File: config.mk
export PLATFORM = sky130hd
export DESIGN_NAME = board_position_registers
export DESIGN_NICKNAME = d
export VERILOG_FILES = /design/src/rtl/board_position_registers.sv
export SDC_FILE = /design/constraint.sdc
export NUM_CORES = 1
export LEC_CHECK = 0
export CORE_ASPECT_RATIO = 1.4
export CORE_UTILIZATION = 42
export CTS_CLUSTER_DIAMETER = 60
export DETAILED_ROUTE_END_ITERATION = 16
export PLACE_DENSITY_LB_ADDON = 0.05
export RECOVER_POWER = 50
export SKIP_CTS_REPAIR_TIMING = 1
export SLEW_MARGIN = 15
export SYNTH_ARGS = -nofsm -noshare
export SYNTH_HDL_FRONTEND = slang
export SYNTH_SLANG_ARGS = --single-unit
File: constraint.sdc
create_clock -name clock -period 2.1 [get_ports clock]
set_input_delay 0.42 -clock clock [delete_from_list [all_inputs] [get_ports clock]]
set_output_delay 0.42 -clock clock [all_outputs]
set_load 0.03 [all_outputs]
File: src/rtl/board_position_registers.sv
// rtl/board_position_registers.sv - tic-tac-toe board state, move legality and turn tracking (optional undo: MOVE_UNDO_EN)
module board_position_registers #(
    parameter bit FIRST_TURN = 1'b0
) (
    input  logic       clock,
    input  logic       reset,
    input  logic       play_en,
    input  logic       pc_en,
    input  logic [3:0] player_pos,
    input  logic [3:0] computer_pos,
    input  logic       game_over,
`ifdef MOVE_UNDO_EN
    input  logic       undo_en,
`endif
    output logic [1:0] pos1,
    output logic [1:0] pos2,
    output logic [1:0] pos3,
    output logic [1:0] pos4,
    output logic [1:0] pos5,
    output logic [1:0] pos6,
    output logic [1:0] pos7,
    output logic [1:0] pos8,
    output logic [1:0] pos9,
    output logic       move_done,
    output logic       illegal_move,
    output logic [1:0] illegal_code,
    output logic       turn,
    output logic [3:0] move_count
);

    localparam logic [1:0] CELL_EMPTY   = 2'b00;
    localparam logic [1:0] CELL_PLAYER  = 2'b01;
    localparam logic [1:0] CELL_PC      = 2'b10;
    localparam logic [1:0] CODE_OCC     = 2'b01;
    localparam logic [1:0] CODE_RANGE   = 2'b10;
    localparam logic [1:0] CODE_TURN    = 2'b11;

    logic [1:0] r_board [0:8];
    logic       r_turn;
    logic [3:0] r_move_count;
    logic       r_move_done;
    logic       r_illegal_move;
    logic [1:0] r_illegal_code;

`ifdef MOVE_UNDO_EN
    logic       r_hist_valid;
    logic [3:0] r_hist_pos;
`endif

    logic       w_req_active;
    logic       w_wrong_turn;
    logic [3:0] w_req_pos;
    logic       w_in_range;
    logic [8:0] w_sel;
    logic       w_occupied;
    logic [1:0] w_mark;

    // Pick the request belonging to the side on move and classify it
    always_comb begin
        w_req_active = r_turn ? pc_en : play_en;
        w_wrong_turn = r_turn ? (play_en & ~pc_en) : (pc_en & ~play_en);
        w_req_pos    = r_turn ? computer_pos : player_pos;
        w_mark       = r_turn ? CELL_PC : CELL_PLAYER;
        w_in_range   = (w_req_pos >= 4'd1) && (w_req_pos <= 4'd9);
        w_sel        = '0;
        w_occupied   = 1'b0;
        for (int i = 0; i < 9; i++) begin
            w_sel[i] = (w_req_pos == 4'(i + 1));
            if (w_sel[i] && (r_board[i] != CELL_EMPTY)) begin
                w_occupied = 1'b1;
            end
        end
    end

    // Board, turn, count and status pulses; game_over freezes everything
    always_ff @(posedge clock) begin
        if (reset) begin
            for (int i = 0; i < 9; i++) begin
                r_board[i] <= CELL_EMPTY;
            end
            r_turn         <= FIRST_TURN;
            r_move_count   <= 4'd0;
            r_move_done    <= 1'b0;
            r_illegal_move <= 1'b0;
            r_illegal_code <= 2'b00;
`ifdef MOVE_UNDO_EN
            r_hist_valid   <= 1'b0;
            r_hist_pos     <= 4'd0;
`endif
        end else begin
            r_move_done    <= 1'b0;
            r_illegal_move <= 1'b0;
            r_illegal_code <= 2'b00;
            if (!game_over) begin
`ifdef MOVE_UNDO_EN
                if (undo_en) begin
                    if (r_hist_valid) begin
                        for (int i = 0; i < 9; i++) begin
                            if (r_hist_pos == 4'(i + 1)) begin
                                r_board[i] <= CELL_EMPTY;
                            end
                        end
                        r_turn       <= ~r_turn;
                        r_move_count <= r_move_count - 4'd1;
                        r_hist_valid <= 1'b0;
                    end
                end else
`endif
                if (w_req_active) begin
                    if (!w_in_range) begin
                        r_illegal_move <= 1'b1;
                        r_illegal_code <= CODE_RANGE;
                    end else if (w_occupied) begin
                        r_illegal_move <= 1'b1;
                        r_illegal_code <= CODE_OCC;
                    end else begin
                        for (int i = 0; i < 9; i++) begin
                            if (w_sel[i]) begin
                                r_board[i] <= w_mark;
                            end
                        end
                        r_turn       <= ~r_turn;
                        r_move_count <= r_move_count + 4'd1;
                        r_move_done  <= 1'b1;
`ifdef MOVE_UNDO_EN
                        r_hist_valid <= 1'b1;
                        r_hist_pos   <= w_req_pos;
`endif
                    end
                end else if (w_wrong_turn) begin
                    r_illegal_move <= 1'b1;
                    r_illegal_code <= CODE_TURN;
                end
            end
        end
    end

    assign pos1         = r_board[0];
    assign pos2         = r_board[1];
    assign pos3         = r_board[2];
    assign pos4         = r_board[3];
    assign pos5         = r_board[4];
    assign pos6         = r_board[5];
    assign pos7         = r_board[6];
    assign pos8         = r_board[7];
    assign pos9         = r_board[8];
    assign move_done    = r_move_done;
    assign illegal_move = r_illegal_move;
    assign illegal_code = r_illegal_code;
    assign turn         = r_turn;
    assign move_count   = r_move_count;

endmodule

== Word-level counts from Yosys, hierarchy flattened ==
Memory sizes are Yosys's and may differ from the RTL's.
Index checks and enable logic that the tools add are counted.

* Bitwise operators: 18
* Eq/ne operators: 9
* $add $sub $neg: 1
* Order comparisons: 2
* Muxes and demuxes: 96
* Reductions and logical operators: 22

{| class="wikitable"
|+ Operators with widths
! cell !! number
|-
| $mux W1 || 82
|-
| $mux W2 || 13
|-
| $reduce_bool A2 Y1 || 9
|-
| $eq A4 B3 Y1 const B || 4
|-
| $logic_and A1 B1 Y1 || 10
|-
| $or A1 B1 Y1 || 9
|-
| $eq A4 B2 Y1 const B || 2
|-
| $eq A4 B4 Y1 const B || 2
|-
| $not A1 Y1 || 7
|-
| $add A4 B1 Y4 const B || 1
|-
| $eq A4 B1 Y1 const B || 1
|-
| $ge A4 B1 Y1 const B || 1
|-
| $le A4 B4 Y1 const B || 1
|-
| $mux W4 || 1
|-
| $reduce_and A4 Y1 || 1
|-
| $reduce_or A4 Y1 || 1
|-
| $and A1 B1 Y1 || 2
|-
| $reduce_or A2 Y1 || 1
|}

* Output and inout port bits: 27
* Bits in registers: 9
* RAM bits: 18
* Word-level logic and storage cells: 154
* Memories: 1

{| class="wikitable"
|+ Memory list
! name !! words !! width !! rd ports !! clocked after Yosys merged registers in !! wr ports !! line !! source
|-
| r_board || 9 || 2 || 9 || 0 || 9 || 38 || <nowiki>logic [1:0] r_board [0:8];</nowiki>
|}

== Longest topological paths before layout ==
* Word-level depth: 19
* Depth in mapped cells: 7

== Worst setup path before layout ==
Ideal clock, no wire load.

* Path type: register to register
* Start: register r_turn, in the netlist turn
* End: memory r_board[1][0], in the netlist r_board[0][2], enable pin
* Stages on the path, launching flop included: 8
* Arrival: 1963 ps
* Setup slack: -156 ps
* Library setup time: 293 ps
* Path through: dfxtp_1 -> buf_4 -> or2b_1 -> nor4_1 -> nor4_2 -> nand4b_1 -> nor2_2 -> a31o_2

{| class="wikitable"
|+ RTL lines
! what !! line !! source
|-
| from (decl) || 39 || <nowiki>logic r_turn;</nowiki>
|-
| from (signal assigned) || 122 || <nowiki>r_turn <= ~r_turn;</nowiki>
|-
| to (decl) || 38 ||
|}

==> out/results.ini <==
[final_layout]
area_growth_pct=67.1
fin_area_um2=2370
num-nets-final=242
diodes=0
multi_input_area_um2=758
instances_no_fill=266
drive_above_1_share_pct=38.8
register_area_um2=724
fillers=232

[die]
row_count=24
dieWidth_um=51.1
core_area_um2=3150
start_util_pct=45.0
dieArea_um2=3620
io_pins=40
die_h_um=70.8

[grt]
grt_antenna_before_repair=0
grt_use_met2_pct=42.1
grt_pass1_wl_mm=6.60
groute.usage.overall_pct=24.5
grt_remaining_overflow=0
grt_start_max_net_pins=20
gr-max-usage-layer=met2
met1_usage_pct=29.8
grt_pass1_vias=1431
use_met3_pct=3.44

[critical_path]
r2r_start=turn$_SDFFE_PP0P_
rr_worst_depth=7
crit_buf_inv=3
startpoint_type=input pin
critPathCaptureType=flop
cp_data_required_time_ns=2.09
slowest_delay_ns=0.40
reg2reg_to=r_board[0][7]$_DFFE_PP_
r2r_slack_ns=0.02
crit_type=input pin to flop
critPathSlowestCell=a211o_4
critPathTopFamily=compound AO/OA/AOI/OAI gates
cp.arrival_ns=2.08
cp_cell_sequence=dlymetal6s2s_1 -> buf_4 -> inv_1 -> o32ai_1 -> a22o_1 -> a211o_4 -> nor2_4 -> a31o_2
path_max_fanout=7

[outcome]
status=finished, final reports clean

[synth]
async_reset_ff_share_pct=0
synth_cell_types=40
post-synth-top-area-fraction_pct=38.1
syn_nets=151
yosys.area_share.xor_xnor_pct=0
synth_top_family_by_area=simple AND/OR/NAND/NOR gates
ys_ff_latch=27
yosysSeqAreaShare_pct=50.8
yosysWarnings=0
yosys.area.top_type=edfxtp_1
syn_avg_cell_area_um2=10.4
synth_edf_count=18
synth_simple_gate_area_share_pct=23.5
synth_area_um2=1420
synth-compound-area-share_pct=18.4
synth_ff_type=edfxtp_1
synthTopCellsByArea=edfxtp_1, dfxtp_1, a31o_2, o21ai_0, nor2_1
synthAdderAreaFrac_pct=0.882
synthCells=137
muxShareOfSynthArea_pct=3.88

[timing]
finalHoldViolCount=0
max_freq_mhz=479
worst_clock_skew_ns=0.00865
post-route-period-util_pct=99.3
timing.slew.headroom_pct=71.8
finalSetupViolations=0
timing.hold.ws_ns=0.513
tightest_slew_ns=0.421
drv_slew=0
rsz0062_at_grt=yes
period_minus_slack_ns=2.09
final.setup.worst_slack_ns=0.0139

[cts]
cts_sinks=27
cts_inserted_buffers=3
insertion_delay_ns=0.27
htreeDepth=1
cts-root-buf=clkbuf_8
clk_pin_slew_ns=0.09
cts_max_path_buffers=2
cts_tree=built

[drt]
avgViaCountPerCell=5.83
dr.pass1.iters=4
final_antenna_net_count=0
dr_total_vias=1552
drt_iter0_drc=56
drc=0
wl_per_cell_um=17.0
wl_mm=4.52

[placed_design]
dpl.hpwl_mm=3.15
pre_cts_slack_ns=-0.633
dp_cells=252
port_buffers=39
gp_congestion=0.877
dpl_cell_area_um2=2160

[worst_hold_path]
min_path_type=flop to flop
worstHoldPathCells=2
hold_end=move_count[3]$_SDFFE_PP0P_
min-delay-start=move_count[3]$_SDFFE_PP0P_

[power_and_ir_drop]
ir_drop_mv=0.535
leakagePower_nw=1.05
power.density_nw_per_um2=548

[flow_run]
cap_violations=0

[layer usage]
layer / wire, um / share of wire, %
met5: 0 / 0
met4: 253 / 5.6
met3: 252 / 5.6
met2: 2260 / 50
met1: 1760 / 39
[synth_stat cells, types with 2 or more instances]
cell and instances:
inv_1 4, or2_2 2, nand3b_1 2, a31o_2 8, nor2_1 17, nor3_1 7, nor4_1 5, dfxtp_1 9
clkbuf_1 2, o32ai_1 2, nor2b_1 6, edfxtp_1 18, mux2_2 4, a21oi_1 3, o21ai_0 13, nand2_1 3
nand3_1 4, a21o_1 2, nand2b_1 5
[worst min-delay path: cells and delay by family, from the launching register on]
family,cells,cell delay (ns)
AOI/OAI and AO/OA,2,0.13
DFF,1,0.34
[cell usage in the layout (no fill, tap or decap), types with 2 or more instances in the layout]
cell type	netlist	routed
inv_1	4	4
nor2_4	0	4
o21ai_0	13	12
nor2b_1	6	6
nand3b_1	2	2
a21oi_2	0	2
nand2b_1	5	5
dfxtp_1	9	8
nor4_1	5	3
nor3_1	7	7
dlygate4sd3_1	0	22
buf_4	1	45
clkbuf_8	0	3
nor2_1	17	13
buf_6	0	3
mux2_2	4	4
clkdlybuf4s50_1	0	9
nand3_1	4	4
a31o_2	8	8
nand2_1	3	2
dlymetal6s2s_1	0	7
o32ai_1	2	2
nor2_2	1	2
edfxtp_1	18	18
a21o_1	2	2
nor4_2	1	3
[power breakdown]
part	internal (mW)	switching [mW]	total, mW
Combinational	0.191	0.205	0.396
Sequential	0.593	0.0196	0.613
Clock	0.133	0.159	0.292
[sequential cells by signal, summed over array words and instances (netlist names)]
name	flops
illegal_code	2
turn	1
move_done	1
r_board	18
move_count	4
illegal_move	1
[final cells by class]
type	instances	share of cell area (%)
timing repair buffer	88	32.8
multi-input combinational	104	32.0
clock inverter	1	0.211
inverter	4	0.633
sequential	27	30.6
tap	39	2.06
clock buffer	3	1.74
[worst max path at each step]
stage                        startpoint                          to  slack [ns]  depth (start not counted)
6_report                computer_pos[0]     r_board[0][7]$_DFFE_PP_        0.01                          8
5_1_grt               turn$_SDFFE_PP0P_     r_board[0][6]$_DFFE_PP_       -0.04                          7
4_1_cts                 computer_pos[0]    r_board[0][10]$_DFFE_PP_       -0.39                          8
3_5_place_dp            computer_pos[1]     r_board[0][6]$_DFFE_PP_       -0.63                          7
3_3_place_gp              player_pos[0]     r_board[0][5]$_DFFE_PP_       -0.58                          7
2_1_floorplan  r_board[0][17]$_DFFE_PP_  move_count[3]$_SDFFE_PP0P_      0.0005                          5
[kinds of logic (layout without fill, tap and decap cells)]
group | Yosys count | after routing
adders and majority gates | 1 | 1
DFF | 27 | 27
AOI/OAI and AO/OA | 36 | 36
buffers and inverters | 8 | 96
muxes | 5 | 5
and+or+nand+nor | 60 | 62
[through the flow]
stage	setup TNS [ns]	util (%)	power, mW
finish	0	75.2	1.30
floorplan	0	-	0.789
CTS	-14.21	69.9	1.26
global route	-0.413	75.2	1.35
global placement	-23.28	68.4	0.972
detailed placement	-25.16	68.4	0.977
(Power assumes the default switching activity.)
